===== src/rtl/bus_timer_dev.sv =====
// bus_timer_dev: data-bus responder providing a prescaled 64-bit mtime counter,
// a 64-bit mtimecmp register and a registered level timer interrupt.
`default_nettype none

module bus_timer_dev #(
  parameter logic [31:0] PrescaleReset = 32'd0,
  parameter logic [63:0] CmpReset      = 64'hFFFF_FFFF_FFFF_FFFF
) (
  input  logic        clk_i,
  input  logic        rst_ni,
  input  logic        req_i,
  input  logic        we_i,
  input  logic [3:0]  be_i,
  input  logic [31:0] addr_i,
  input  logic [31:0] wdata_i,
  output logic        gnt_o,
  output logic        rvalid_o,
  output logic [31:0] rdata_o,
  output logic        err_o,
  output logic        irq_timer_o
);

  localparam logic [2:0] IdxMtimeLo = 3'd0;
  localparam logic [2:0] IdxMtimeHi = 3'd1;
  localparam logic [2:0] IdxCmpLo   = 3'd2;
  localparam logic [2:0] IdxCmpHi   = 3'd3;
  localparam logic [2:0] IdxPresc   = 3'd4;
  localparam logic [2:0] IdxCtrl    = 3'd5;

  logic [63:0] mtime_q, mtime_d;
  logic [63:0] mtimecmp_q, mtimecmp_d;
  logic [31:0] prescale_q, prescale_d;
  logic [31:0] cnt_q, cnt_d;
  logic [31:0] shadow_q, shadow_d;
  logic        en_q, en_d;
  logic        rvalid_q, rvalid_d;
  logic        err_q, err_d;
  logic [31:0] rdata_q, rdata_d;
  logic        irq_q, irq_d;

  logic [2:0]  idx;
  logic        mapped;
  logic        wr;
  logic        rd;
  logic        be_any;
  logic        tick;
  logic        unused_addr;

  function automatic logic [31:0] merge_be(input logic [31:0] old_v,
                                           input logic [31:0] new_v,
                                           input logic [3:0]  be);
    logic [31:0] res;
    res = old_v;
    for (int b = 0; b < 4; b++) begin
      if (be[b]) res[b*8 +: 8] = new_v[b*8 +: 8];
    end
    return res;
  endfunction

  assign idx         = addr_i[4:2];
  assign mapped      = (idx <= IdxCtrl);
  assign wr          = req_i && mapped && we_i;
  assign rd          = req_i && mapped && !we_i;
  assign be_any      = |be_i;
  assign tick        = en_q && (cnt_q == prescale_q);
  assign unused_addr = ^{addr_i[31:5], addr_i[1:0]};

  always_comb begin
    mtime_d    = mtime_q;
    mtimecmp_d = mtimecmp_q;
    prescale_d = prescale_q;
    cnt_d      = cnt_q;
    shadow_d   = shadow_q;
    en_d       = en_q;
    rvalid_d   = req_i;
    err_d      = req_i && !mapped;
    rdata_d    = 32'd0;
    irq_d      = (mtime_q >= mtimecmp_q);

    if (en_q) begin
      cnt_d = tick ? 32'd0 : cnt_q + 32'd1;
    end
    if (tick) begin
      mtime_d = mtime_q + 64'd1;
    end

    if (rd) begin
      unique case (idx)
        IdxMtimeLo: begin
          rdata_d  = mtime_q[31:0];
          shadow_d = mtime_q[63:32];
        end
        IdxMtimeHi: rdata_d = shadow_q;
        IdxCmpLo:   rdata_d = mtimecmp_q[31:0];
        IdxCmpHi:   rdata_d = mtimecmp_q[63:32];
        IdxPresc:   rdata_d = prescale_q;
        IdxCtrl:    rdata_d = {31'd0, en_q};
        default:    rdata_d = 32'd0;
      endcase
    end

    // An mtime write replaces the tick for that cycle; the other half keeps its value (no carry).
    if (wr && be_any) begin
      unique case (idx)
        IdxMtimeLo: mtime_d = {mtime_q[63:32], merge_be(mtime_q[31:0], wdata_i, be_i)};
        IdxMtimeHi: mtime_d = {merge_be(mtime_q[63:32], wdata_i, be_i), mtime_q[31:0]};
        IdxCmpLo:   mtimecmp_d[31:0]  = merge_be(mtimecmp_q[31:0], wdata_i, be_i);
        IdxCmpHi:   mtimecmp_d[63:32] = merge_be(mtimecmp_q[63:32], wdata_i, be_i);
        IdxPresc: begin
          prescale_d = merge_be(prescale_q, wdata_i, be_i);
          cnt_d      = 32'd0;
        end
        IdxCtrl: begin
          if (be_i[0]) en_d = wdata_i[0];
        end
        default: ;
      endcase
    end
  end

  always_ff @(posedge clk_i or negedge rst_ni) begin
    if (!rst_ni) begin
      mtime_q    <= 64'd0;
      mtimecmp_q <= CmpReset;
      prescale_q <= PrescaleReset;
      cnt_q      <= 32'd0;
      shadow_q   <= 32'd0;
      en_q       <= 1'b0;
      rvalid_q   <= 1'b0;
      err_q      <= 1'b0;
      rdata_q    <= 32'd0;
      irq_q      <= 1'b0;
    end else begin
      mtime_q    <= mtime_d;
      mtimecmp_q <= mtimecmp_d;
      prescale_q <= prescale_d;
      cnt_q      <= cnt_d;
      shadow_q   <= shadow_d;
      en_q       <= en_d;
      rvalid_q   <= rvalid_d;
      err_q      <= err_d;
      rdata_q    <= rdata_d;
      irq_q      <= irq_d;
    end
  end

  assign gnt_o       = req_i;
  assign rvalid_o    = rvalid_q;
  assign err_o       = err_q;
  assign rdata_o     = rdata_q;
  assign irq_timer_o = irq_q;

endmodule

`default_nettype wire


===== config.mk =====
export PLATFORM = sky130hd
export DESIGN_NAME = bus_timer_dev
export DESIGN_NICKNAME = d
export VERILOG_FILES = /design/src/rtl/bus_timer_dev.sv
export SDC_FILE = /design/constraint.sdc
export NUM_CORES = 1
export LEC_CHECK = 0
export CAP_MARGIN = 20
export CORE_MARGIN = 5
export CORE_UTILIZATION = 25
export DETAILED_ROUTE_END_ITERATION = 6
export GPL_TIMING_DRIVEN = 0
export SYNTH_ARGS = -nofsm -noshare
export SYNTH_HDL_FRONTEND = slang
export SYNTH_SLANG_ARGS = --single-unit

===== constraint.sdc =====
create_clock -name clk_i -period 2.1 [get_ports clk_i]
set_input_delay 0.525 -clock clk_i [delete_from_list [all_inputs] [get_ports clk_i]]
set_output_delay 0.525 -clock clk_i [all_outputs]
set_load 0.05 [all_outputs]

Word-level counts from Yosys, hierarchy flattened
Cells that the tools add are included.
- equality and inequality tests: 16
- multiplexer cells: 13
- reductions and logical operators: 32
- add/subtract/negate cells: 2
- order comparisons: 2
- operators with widths (operator ; count):
    32-bit case mux with 6 select lines ; 1
    32-bit two-way mux ; 5
    64-bit two-way mux ; 2
    64-bit case mux with 2 select lines ; 1
    64-bit by 1-bit adder with 64-bit output (second input constant) ; 1
    64-bit >= comparator ; 1
    3-bit AND reduction ; 13
    32-bit by 1-bit adder with 32-bit output (second input constant) ; 1
    32-bit == test ; 1
    8-bit two-way mux ; 4
    3-bit inequality test (second input constant) ; 8
    2-bit AND reduction ; 9
    3-bit by 2-bit == test with 1-bit output (second input constant) ; 2
    3-bit == test (second input constant) ; 2
    1-bit logical AND ; 6
    2-bit inequality test (second input constant) ; 2
    4-bit OR reduction ; 1
    3-bit by 1-bit == test with 1-bit output (second input constant) ; 1
    3-bit less-or-equal comparator (second input constant) ; 1
    3-bit logical NOT ; 1
    1-bit logical NOT ; 2
- input port bits: 72
- register bits: 260
- word-level logic and storage cells: 92
- output and inout port bits: 36

Depth between registers and ports, before layout
Gate-level depths: netlist (run 1).
- word-level depth: 6
- depth in mapped cells: 10
- mapped depth without buffers: 9

Least setup slack after synthesis (run 1)
Ideal clock, no wire load.
- path type: input -> register
- start: input be_i[0]
- end: register mtime_q[46]
- arrival time: 2.394 ns
- library setup time: 0.086 ns
- stages: 7
- required time: 2.014 ns
- setup slack: -0.380 ns
- path buffers: 1
- cell sequence: buf_2 or4_1 or4b_1 nand2_1 nor4_4 mux2_2 nor3_1
- longest elaborated chain between the ends: 4
- elaborated cells on any way between the ends: 6
- those cells by class: eq/ne: 2; mux: 1; reduce/logical: 3
- ends and longest elaborated chain (element ; RTL line ; RTL):
    start: declaration ; 13 ; input logic [3:0] be_i,
    4-bit OR reduction * ; 64 ; assign be_any = |be_i;
    1-bit logical AND * ; 103 ; if (wr && be_any) begin
    3-bit inequality test (no line) or 2-bit inequality test (tied branches) ; - ;
    2-bit AND reduction (no line) ; - ;
    end signal: assignment ; 134 ; mtime_q <= mtime_d;
    end: declaration ; 30 ; logic [63:0] mtime_q, mtime_d;
Every way passes the cells marked *; elsewhere a longest branch is shown, timed or not.
A chain may end at the register's enable or synchronous reset.

Final worst setup path (run 1)
- start: register cnt_q[11]
- end: register mtime_q[54]
- longest elaborated chain between the ends: 5
- ends and longest elaborated chain (element ; RTL line ; RTL):
    start: declaration ; 33 ; logic [31:0] cnt_q, cnt_d;
    start signal: assignment ; 137 ; cnt_q <= cnt_d;
    32-bit == test * ; 65 ; assign tick = en_q && (cnt_q == prescale_q);
    1-bit logical AND * ; 65 ;
    64-bit two-way mux * ; 83 ; if (tick) begin
    64-bit case mux with 2 select lines ; 104 ; unique case (idx)
    64-bit two-way mux * ; 103 ;
Marks and branches as above.

==> metrics.cfg, run 1 <==
[logic_synthesis]
synth-xor-area-share_pct=3.80
seq_area_frac_synth_pct=44.6
synth_ff_type=dfrtp_1
synth_nets=1612
synthAdderAreaFrac_pct=5.60
synth_top_family_by_area=simple AND/OR/NAND/NOR gates
synthCells=1474
yosys.area_share.simple_pct=18.8
syn_area_per_cell_um2=10.0
synth_async_sr_flop_share_pct=100
synthMuxAreaShare_pct=12.0
synth_compound_area_share_pct=11.5
synth_largest_area_cell=dfrtp_1
synth_top_area_share_pct=33.2
syn_area_um2=14800
ys_ff_latch=260
ys_top_cells_by_area=dfrtp_1, dfstp_2, mux2_2, ha_1, nor2_1
ys_warn_count=0
synth-edff-count=0
synth.distinct_cells=79

[worst_setup_path]
startpoint_type=flop
startpoint=cnt_q[11]
cpPeakStageDelay_ns=0.44
rr_worst_depth=8
path_cells=xnor2_2 -> nand4_1 -> nor4_4 -> nand2_4 -> buf_8 -> nor4_1 -> o21ai_0 -> a211o_1
crit_type=flop to flop
required_ns=2.55
critPathMaxFanout=10
ff2ff_setup_slack_ns=-0.44
r2r_end=mtime_q[54]
critPathSlowestCell=dfrtp_2
worst_setup_path_end_kind=flop
cp.arrival_ns=2.99
reg2reg_from=cnt_q[11]

[place]
dp.cells=2326
gp_congestion=0.941
dpl_cell_area_um2=16800
numPortBuffers=75
dpl.hpwl_mm=40.7

[power_and_ir_drop]
p_per_area_nw_per_um2=864
p_leak_nw=8.55
power_mw=17.2
irDropWorstVdd_mv=0.637

[clock_network]
cts-buffers-inserted=30
h-tree-depth=1
clock_latency_ns=0.58
clock-sinks=260
root_buffer=clkbuf_16
path_clk_slew_ns=0.06
cts_buffer_depth=3
cts_tree=yes

[drt]
vias=13000
drc=0
initialDrtViolationCount=1137
wl_per_cell_um=23.0
wl_mm=57.1
firstDrtPassIters=6
ant_nets=0
avgViaCountPerCell=5.24

[floorplanning]
core_um2=58700
ios=108
start_util_pct=25.1
die-height_um=253
rows=89
dieArea_um2=64000
die_x_um=253

[finish]
final_cells=2480
drive_above_1_share_pct=34.9
finalNetCount=1821
fillers=5822
areaGrowthSynthToFinish_pct=34.7
antennaDiodeCount=0
finish.utilization_pct=33.9
finish.instance_area_um2=19900

[hold_path]
whs_path_depth=1
worstHoldStart=req_i
hp-class=primary input to flop
min_to=rvalid_o

[global_route]
grt_pass1_wl_mm=84.5
antenna_found_initial=0
grt_pass1_vias=13000
track_usage_pct=17.3
grt_max_degree=121
grt_overflow=0

[timing]
slew_headroom_pct=42.2
finalMaxSlewViolations=0
finalCritPeriodShare_pct=121
worstMarginPinSlew_ns=0.867
fmax_ghz=0.394
finalSetupTns_ns=-30.12
fin_crit_ns=2.54
fin_ws_ns=-0.439
fin_skew_ns=0.0153
finalSetupViolCount=95
finalHoldViolations=0
rsz0062_at_grt=true

[job]
cap_violations=0

[run_status]
violations=setup timing
status=complete, but fails checks

==> cell type report <==
type	count	area, um^2	area share, %
Timing Repair Buffer	183	1800	9.06
Buffer	52	520	2.62
Inverter	76	292	1.47
Tap cell	773	967	4.87
Clock buffer	48	920	4.63
Clock inverter	8	67.6	0.340
Sequential cell	260	6630	33.4
Multi-Input combinational cell	1080	8670	43.6
==> cell usage in the layout (no fill, tap or decap), types with 11 or more instances in the layout <==
| master | netlist | routed |
|---|---|---|
| nor2_1 | 194 | 176 |
| dfrtp_1 | 196 | 160 |
| mux2_2 | 121 | 120 |
| nand2_1 | 124 | 111 |
| buf_4 | 3 | 81 |
| inv_1 | 74 | 74 |
| dfstp_2 | 64 | 64 |
| ha_1 | 66 | 63 |
| nand4_1 | 42 | 42 |
| a21oi_1 | 47 | 41 |
| mux2i_1 | 40 | 39 |
| dlygate4sd2_1 | 0 | 39 |
| dfrtp_2 | 0 | 36 |
| o21ai_0 | 42 | 35 |
| clkbuf_16 | 0 | 34 |
| clkdlybuf4s50_1 | 0 | 33 |
| xnor2_1 | 40 | 30 |
| buf_6 | 2 | 29 |
| nand3_1 | 39 | 29 |
| xor2_1 | 24 | 24 |
| and3_1 | 26 | 23 |
| nor4_4 | 3 | 18 |
| nor3_4 | 1 | 17 |
| a211oi_1 | 29 | 17 |
| clkbuf_8 | 0 | 16 |
| a221oi_1 | 19 | 15 |
| nor3_1 | 33 | 15 |
| clkbuf_1 | 36 | 14 |
| a222oi_1 | 14 | 14 |
| a311oi_1 | 16 | 13 |
| buf_12 | 0 | 12 |
| a211oi_2 | 2 | 12 |
| nor2_4 | 0 | 11 |
==> state kept, by name, indices dropped and copies added (netlist names) <==
signal and cells:
rdata_o 32, cnt_q 32, err_o 1, en_q 1
irq_timer_o 1, prescale_q 32, mtime_q 64, rvalid_o 1
shadow_q 32, mtimecmp_q 64
==> repair_timing <==
item / 4_1_cts / 5_1_grt
resized for setup: 275 / 99
endpoints found under the setup margin: 293 / 149
pin swaps: 61 / 68
hold buffers: 1 / 0
cloned: 1 / 3
buffers inserted: 66 / 33
hold endpoints to repair: 40 / 0
==> report_power, final <==
group	internal (mW)	switching, mW
Sequential	6.08	1.16
Clock	3.10	2.15
Combinational	2.12	2.55
Total	11.3	5.87
==> routing by layer <==
metal  up-vias  global-route usage [%]  share of wire [%]
li1       5788                       -                  -
met1      6549                    23.3                 42
met2       522                    27.5                 46
met3       132                    3.25                7.2
met4         0                    6.74                4.7
met5         -                       0                  0
==> worst max-delay path by stage <==
stage / endpoint / slack, ns
5_1_grt: mtime_q[17] / -0.49
3_3_place_gp: rdata_o[16] / -11.01
4_1_cts: mtime_q[52] / -0.34
3_5_place_dp: rdata_o[12] / -2.10
6_report: mtime_q[54] / -0.44
2_1_floorplan: mtime_q[46] / -0.19
==> critical path: cells and delay by family, from the launching register on <==
| family | cells | cell delay (ns) |
|---|---|---|
| AO/OA/AOI/OAI | 2 | 0.46 |
| XOR/XNOR | 1 | 0.24 |
| buffers and inverters | 1 | 0.21 |
| flip-flops | 1 | 0.44 |
| AND/OR/NAND/NOR | 4 | 1.05 |
==> Yosys cell counts (all sizes together), types with 4 or more instances <==
| library cell | instances |
|---|---|
| a211oi | 31 |
| buf | 22 |
| nor3 | 38 |
| nor2 | 195 |
| nor2b | 10 |
| a221oi | 19 |
| and3 | 28 |
| mux2i | 40 |
| clkbuf | 36 |
| o21ai | 42 |
| xor2 | 24 |
| inv | 74 |
| a222oi | 14 |
| nand2b | 5 |
| and2 | 14 |
| nand4 | 44 |
| a31oi | 6 |
| a31o | 4 |
| and4 | 14 |
| nor3b | 4 |
| dfstp | 64 |
| o211ai | 6 |
| nor4 | 20 |
| dfrtp | 196 |
| nand3 | 41 |
| a21o | 7 |
| a21oi | 47 |
| nand2 | 126 |
| a311oi | 16 |
| o21a | 6 |
| mux2 | 121 |
| ha | 66 |
| o22ai | 7 |
| xnor2 | 40 |
==> cell families (layout without fill, tap and decap cells) <==
group / Yosys count / after routing
adders and majority gates: 66 / 66
AOI/OAI and AO/OA: 238 / 238
buffers and inverters: 134 / 367
xor gates and xnor gates: 64 / 64
DFF: 260 / 260
muxes: 161 / 161
and+or+nand+nor: 551 / 551
==> through the flow <==
step	setup slack, ns	hold WS [ns]
floorplan	-0.193	0.229
global placement	-11.01	0.491
detailed placement	-2.10	0.474
CTS	-0.340	0.381
global route	-0.493	0.409
finish	-0.439	0.415
Note: power is estimated with default switching activity, not from simulation.
==> run 2: changes to the inputs <==
CORE_MARGIN = 2   (was 5)
CORE_UTILIZATION = 35   (was 25)
==> run 2 against run 1 <==
  * The flow still finishes with violations (setup timing)
  * Clock power is 5.3% higher
  * Register-to-register slack about the same
  * Utilization grew 14 points
  * Via count rose by 0.70%
  * Count of clock-buffer cells in the layout decreased by 2
  * Largest power group unchanged
  * Highest routed layer unchanged
==> metrics.cfg, run 2 (same netlist as run 1, synthesis figures left out) <==
[timing]
finalHoldViolations=0
rsz0062_at_grt=true
fin_skew_ns=0.0109
finalMaxSlewViolations=0
worstMarginPinSlew_ns=0.850
finalSetupViolCount=93
fmax_ghz=0.393
fin_ws_ns=-0.443
finalCritPeriodShare_pct=121
slew_headroom_pct=43.3
finalSetupTns_ns=-30.50
fin_crit_ns=2.54
hold_slack_ns=0.420

[floorplanning]
start_util_pct=35.3
ios=108
die-height_um=209
rows=75
die_x_um=209
core_um2=41800
dieArea_um2=43800

[global_route]
grt_pass1_vias=13100
track_usage_pct=25.2
grt_max_degree=109
grt_overflow=0
grt_pass1_wl_mm=83.4
antenna_found_initial=1

[drt]
initialDrtViolationCount=1363
vias=13100
ant_nets=0
drc=0
wl_per_cell_um=24.7
firstDrtPassIters=7
avgViaCountPerCell=5.78
wl_mm=55.9

[clock_network]
clock_latency_ns=0.58
cts-buffers-inserted=31
cts_buffer_depth=3
clock-sinks=260
root_buffer=clkbuf_16
path_clk_slew_ns=0.06
cts_tree=yes
h-tree-depth=1

[finish]
final_cells=2265
top_regs=mtime_q: 64 flops, mtimecmp_q: 64 flops
finish.utilization_pct=47.8
drive_above_1_share_pct=38.3
finish.instance_area_um2=20000
antennaDiodeCount=0
areaGrowthSynthToFinish_pct=35.4
mostFrequentLayoutCell=dfrtp_1
finalNetCount=1840
most-common-layout-cells=dfrtp_1, nor2_1, mux2_2, nand2_1, buf_4

[hold_path]
hp-class=primary input to flop

[worst_setup_path]
startpoint_type=flop
crit_type=flop to flop
worst_setup_path_end_kind=flop
crit_family=buffers and inverters
critPathSlowestCell=dfrtp_2
path_cells=xnor2_2 -> nand4_1 -> nor4_4 -> buf_6 -> nand2_8 -> buf_12 -> buf_4 -> buf_12 -> buf_4 -> nor2_4 -> a311oi_1 -> a211oi_2
required_ns=2.60
cp.arrival_ns=3.04
cpPeakStageDelay_ns=0.49
crit_buf_inv=5
critPathMaxFanout=5

[place]
dpl.hpwl_mm=38.6
dpl_cell_area_um2=16500
numPortBuffers=75
gp_congestion=0.935
post-place-ws_ns=-2.16
dp.cells=2092

[job]
cap_violations=0

[power_and_ir_drop]
p_leak_nw=8.60
power_mw=17.4
p_per_area_nw_per_um2=873
irDropWorstVdd_mv=0.777

[run_status]
status=complete, but fails checks
violations=setup timing

==> run 2: changes by cell type in the layout (fill, tap and decap cells not counted), sizes merged <==
cell and delta:
clkbuf +4, dlymetal6s2s +2, buf +12, dlygate4sd2 -2, clkinvlp +1, clkdlybuf4s15 -1, nand2 +1, bufinv +2
==> run 2: final timing paths <==
check / start / end / slack [ns] / cells after the start
min in group asynchronous: rst_ni / rdata_o[13] / 0.50 / 2
setup reg to reg: prescale_q[26] / mtime_q[23] / -0.44 / 12
max in group asynchronous: rst_ni / prescale_q[26] / 0.62 / 3
hold reg to reg: shadow_q[5] / shadow_q[5] / 0.51 / 1
hold / removal: be_i[0] / mtimecmp_q[36] / 0.42 / 3
setup / recovery: prescale_q[26] / mtime_q[23] / -0.44 / 12
==> run 2: cell type report <==
type                    count  area, um^2
plain buffers              54         517
clock buffers              46         912
clock inverters            11         135
fillers                  3799       21800
inverters                  76         292
multi-input cells        1081        8880
flip-flops and latches    260        6640
well taps                 539         674
repair buffers            198        1930
==> run 2: power by group <==
part	total, mW	internal [mW]	leakage, nW	switching [mW]
Clock	5.53	3.34	0.514	2.19
Combinational	4.69	2.14	4.95	2.55
Sequential	7.22	6.08	3.13	1.14
Total	17.4	11.6	8.60	5.88
==> run 2: per-layer routing <==
| layer | vias to the layer above | wire length (um) | global-route usage, % |
|---|---|---|---|
| met5 | - | 0 | 0 |
| met4 | 0 | 2660 | 11.3 |
| met3 | 134 | 3980 | 3.68 |
| met2 | 536 | 25200 | 39.3 |
| met1 | 6592 | 24100 | 35.0 |
| li1 | 5820 | - | - |
==> run 2: repair_timing <==
action,CTS,global route
resized for setup,296,142
hold endpoints to repair,46,0
pin swaps,86,78
gates cloned,5,1
hold buffers,1,0
buffers inserted,76,38
endpoints found under the setup margin,293,181
==> run 2: worst register-to-register path: cells and delay by family, from the launching register on <==
| kind | cells | cell delay, ns |
|---|---|---|
| AND/OR/NAND/NOR | 4 | 0.71 |
| flip-flops | 1 | 0.49 |
| XOR/XNOR | 1 | 0.20 |
| buffers and inverters | 5 | 0.75 |
| AO/OA/AOI/OAI | 2 | 0.33 |
==> run 3: changes to the inputs <==
CAP_MARGIN = default   (was 20)
CORE_UTILIZATION = 39   (was 35)
==> run 3 against run 2 <==
  * The run still ends with setup timing left
  * Clock power down 2%
  * Utilization rose by 3.9 points
  * Final area decreased by 2.9%
  * Sequential power about the same
  * Largest cell class unchanged
==> metrics.cfg, run 3 (same netlist as run 1, synthesis figures left out) <==
[clock_network]
clock_latency_ns=0.58
h-tree-depth=1
clock-sinks=260
cts-buffers-inserted=31
cts_tree=yes
root_buffer=clkbuf_16
cts_buffer_depth=3
path_clk_slew_ns=0.06

[drt]
wl_mm=53.3
firstDrtPassIters=6
wl_per_cell_um=24.1
avgViaCountPerCell=5.85
drc=0
vias=12900
initialDrtViolationCount=1309
ant_nets=0

[finish]
finish.utilization_pct=51.7
ff_latch_area_um2=6620
finalNetCount=1812
multiInputGateArea_um2=8670
fillers=3414
final_cells=2209
antennaDiodeCount=0
drive_above_1_share_pct=34.8
mostFrequentLayoutCell=dfrtp_1
top_regs=mtime_q: 64 flops, mtimecmp_q: 64 flops
finish.instance_area_um2=19400
areaGrowthSynthToFinish_pct=31.5
most-common-layout-cells=dfrtp_1, nor2_1, mux2_2, nand2_1, buf_4

[power_and_ir_drop]
power_mw=17.2
irDropWorstVdd_mv=0.629
p_leak_nw=8.39
p_per_area_nw_per_um2=885

[global_route]
track_usage_pct=26.9
grt_pass1_vias=12500
grt_overflow=0
antenna_found_initial=0
grt_pass1_wl_mm=78.7
grt_max_degree=109

[place]
dpl.hpwl_mm=37.6
dpl_cell_area_um2=16500
gp_congestion=0.946
dp.cells=2063
numPortBuffers=75

[worst_setup_path]
worst_setup_path_end_kind=flop
crit_type=flop to flop
cp.arrival_ns=3.03
critPathMaxFanout=6
required_ns=2.56
startpoint_type=flop

[floorplanning]
dieArea_um2=39400
start_util_pct=39.3
die_x_um=198
ios=108
rows=71
core_um2=37500
die-height_um=198

[timing]
finalSetupViolCount=143
finalCritPeriodShare_pct=122
fin_ws_ns=-0.470
worstMarginPinSlew_ns=0.903
slew_headroom_pct=39.8
fin_skew_ns=0.0155
fin_crit_ns=2.57
finalMaxSlewViolations=0
fmax_ghz=0.389
rsz0062_at_grt=true
finalSetupTns_ns=-38.60
finalHoldViolations=0

[run_status]
status=complete, but fails checks
violations=setup timing

[hold_path]
hp-class=primary input to flop

[job]
cap_violations=0

==> run 3: cell types whose count changed in the layout (fill, tap and decap cells not counted), sizes merged <==
cell,change
inv,+1
clkbuf,+2
dlymetal6s2s,-2
clkinv,-2
bufinv,-2
nand2,-1
dlygate4sd2,+1
clkdlybuf4s50,+2
clkinvlp,-2
buf,-25
==> run 3: layout make-up <==
type	count	share of cell area (%)
Buffer	53	2.42
Clock buffer	51	5.01
Clock inverter	6	0.284
Inverter	76	1.51
Multi-Input combinational cell	1080	44.7
Sequential cell	260	34.1
Tap cell	511	3.30
Timing Repair Buffer	172	8.65
==> run 3: path summary, 6_finish.rpt <==
| kind | from | to | slack, ns | cells after the start |
|---|---|---|---|---|
| min | req_i | rvalid_o | 0.44 | 1 |
| min reg2reg | shadow_q[22] | shadow_q[22] | 0.51 | 1 |
| max reg2reg | cnt_q[11] | cnt_q[11] | -0.47 | 11 |
| max in group asynchronous | rst_ni | mtime_q[25] | 0.71 | 3 |
| min in group asynchronous | rst_ni | rdata_o[9] | 0.45 | 2 |
| max | cnt_q[11] | cnt_q[11] | -0.47 | 11 |
==> run 3: repair_timing <==
| action | in CTS | in global routing |
|---|---|---|
| resized for setup | 220 | 136 |
| hold buffers | 1 | 0 |
| cloned | 0 | 4 |
| pin swaps | 42 | 72 |
| buffers inserted | 51 | 38 |
| endpoints found under the setup margin | 292 | 241 |
| hold endpoints to repair | 35 | 0 |
==> run 3: metal layers <==
layer / global-route usage [%] / vias up / part of all wire (%)
li1: - / 5767 / -
met1: 36.8 / 6441 / 43
met2: 41.3 / 586 / 44
met3: 5.73 / 123 / 8.7
met4: 11.7 / 0 / 4.7
met5: 0 / - / 0
==> run 3: power by group <==
part / leakage (nW) / internal (mW) / switching [mW]
combinational: 4.72 / 2.06 / 2.49
sequential: 3.16 / 6.07 / 1.12
clock: 0.511 / 3.24 / 2.19
total: 8.39 / 11.4 / 5.80
==> run 3: worst max-delay path, cell delays in order (launching register included) <==
cell	delay, ns
dfrtp_2	0.43
xnor2_2	0.23
nand4_1	0.22
nor4_4	0.37
nand2_4	0.18
buf_12	0.19
buf_12	0.14
buf_6	0.12
o22ai_4	0.18
buf_12	0.17
clkbuf_16	0.16
nor2_2	0.04
==> run 3: stage by stage <==
stage                     worst slack (ns)  hold slack, ns
after global routing                -0.540           0.413
after CTS                           -0.380           0.395
after detailed placement             -1.89           0.462
after global placement              -10.98           0.491
final                               -0.470           0.438
after floorplan                     -0.193           0.229
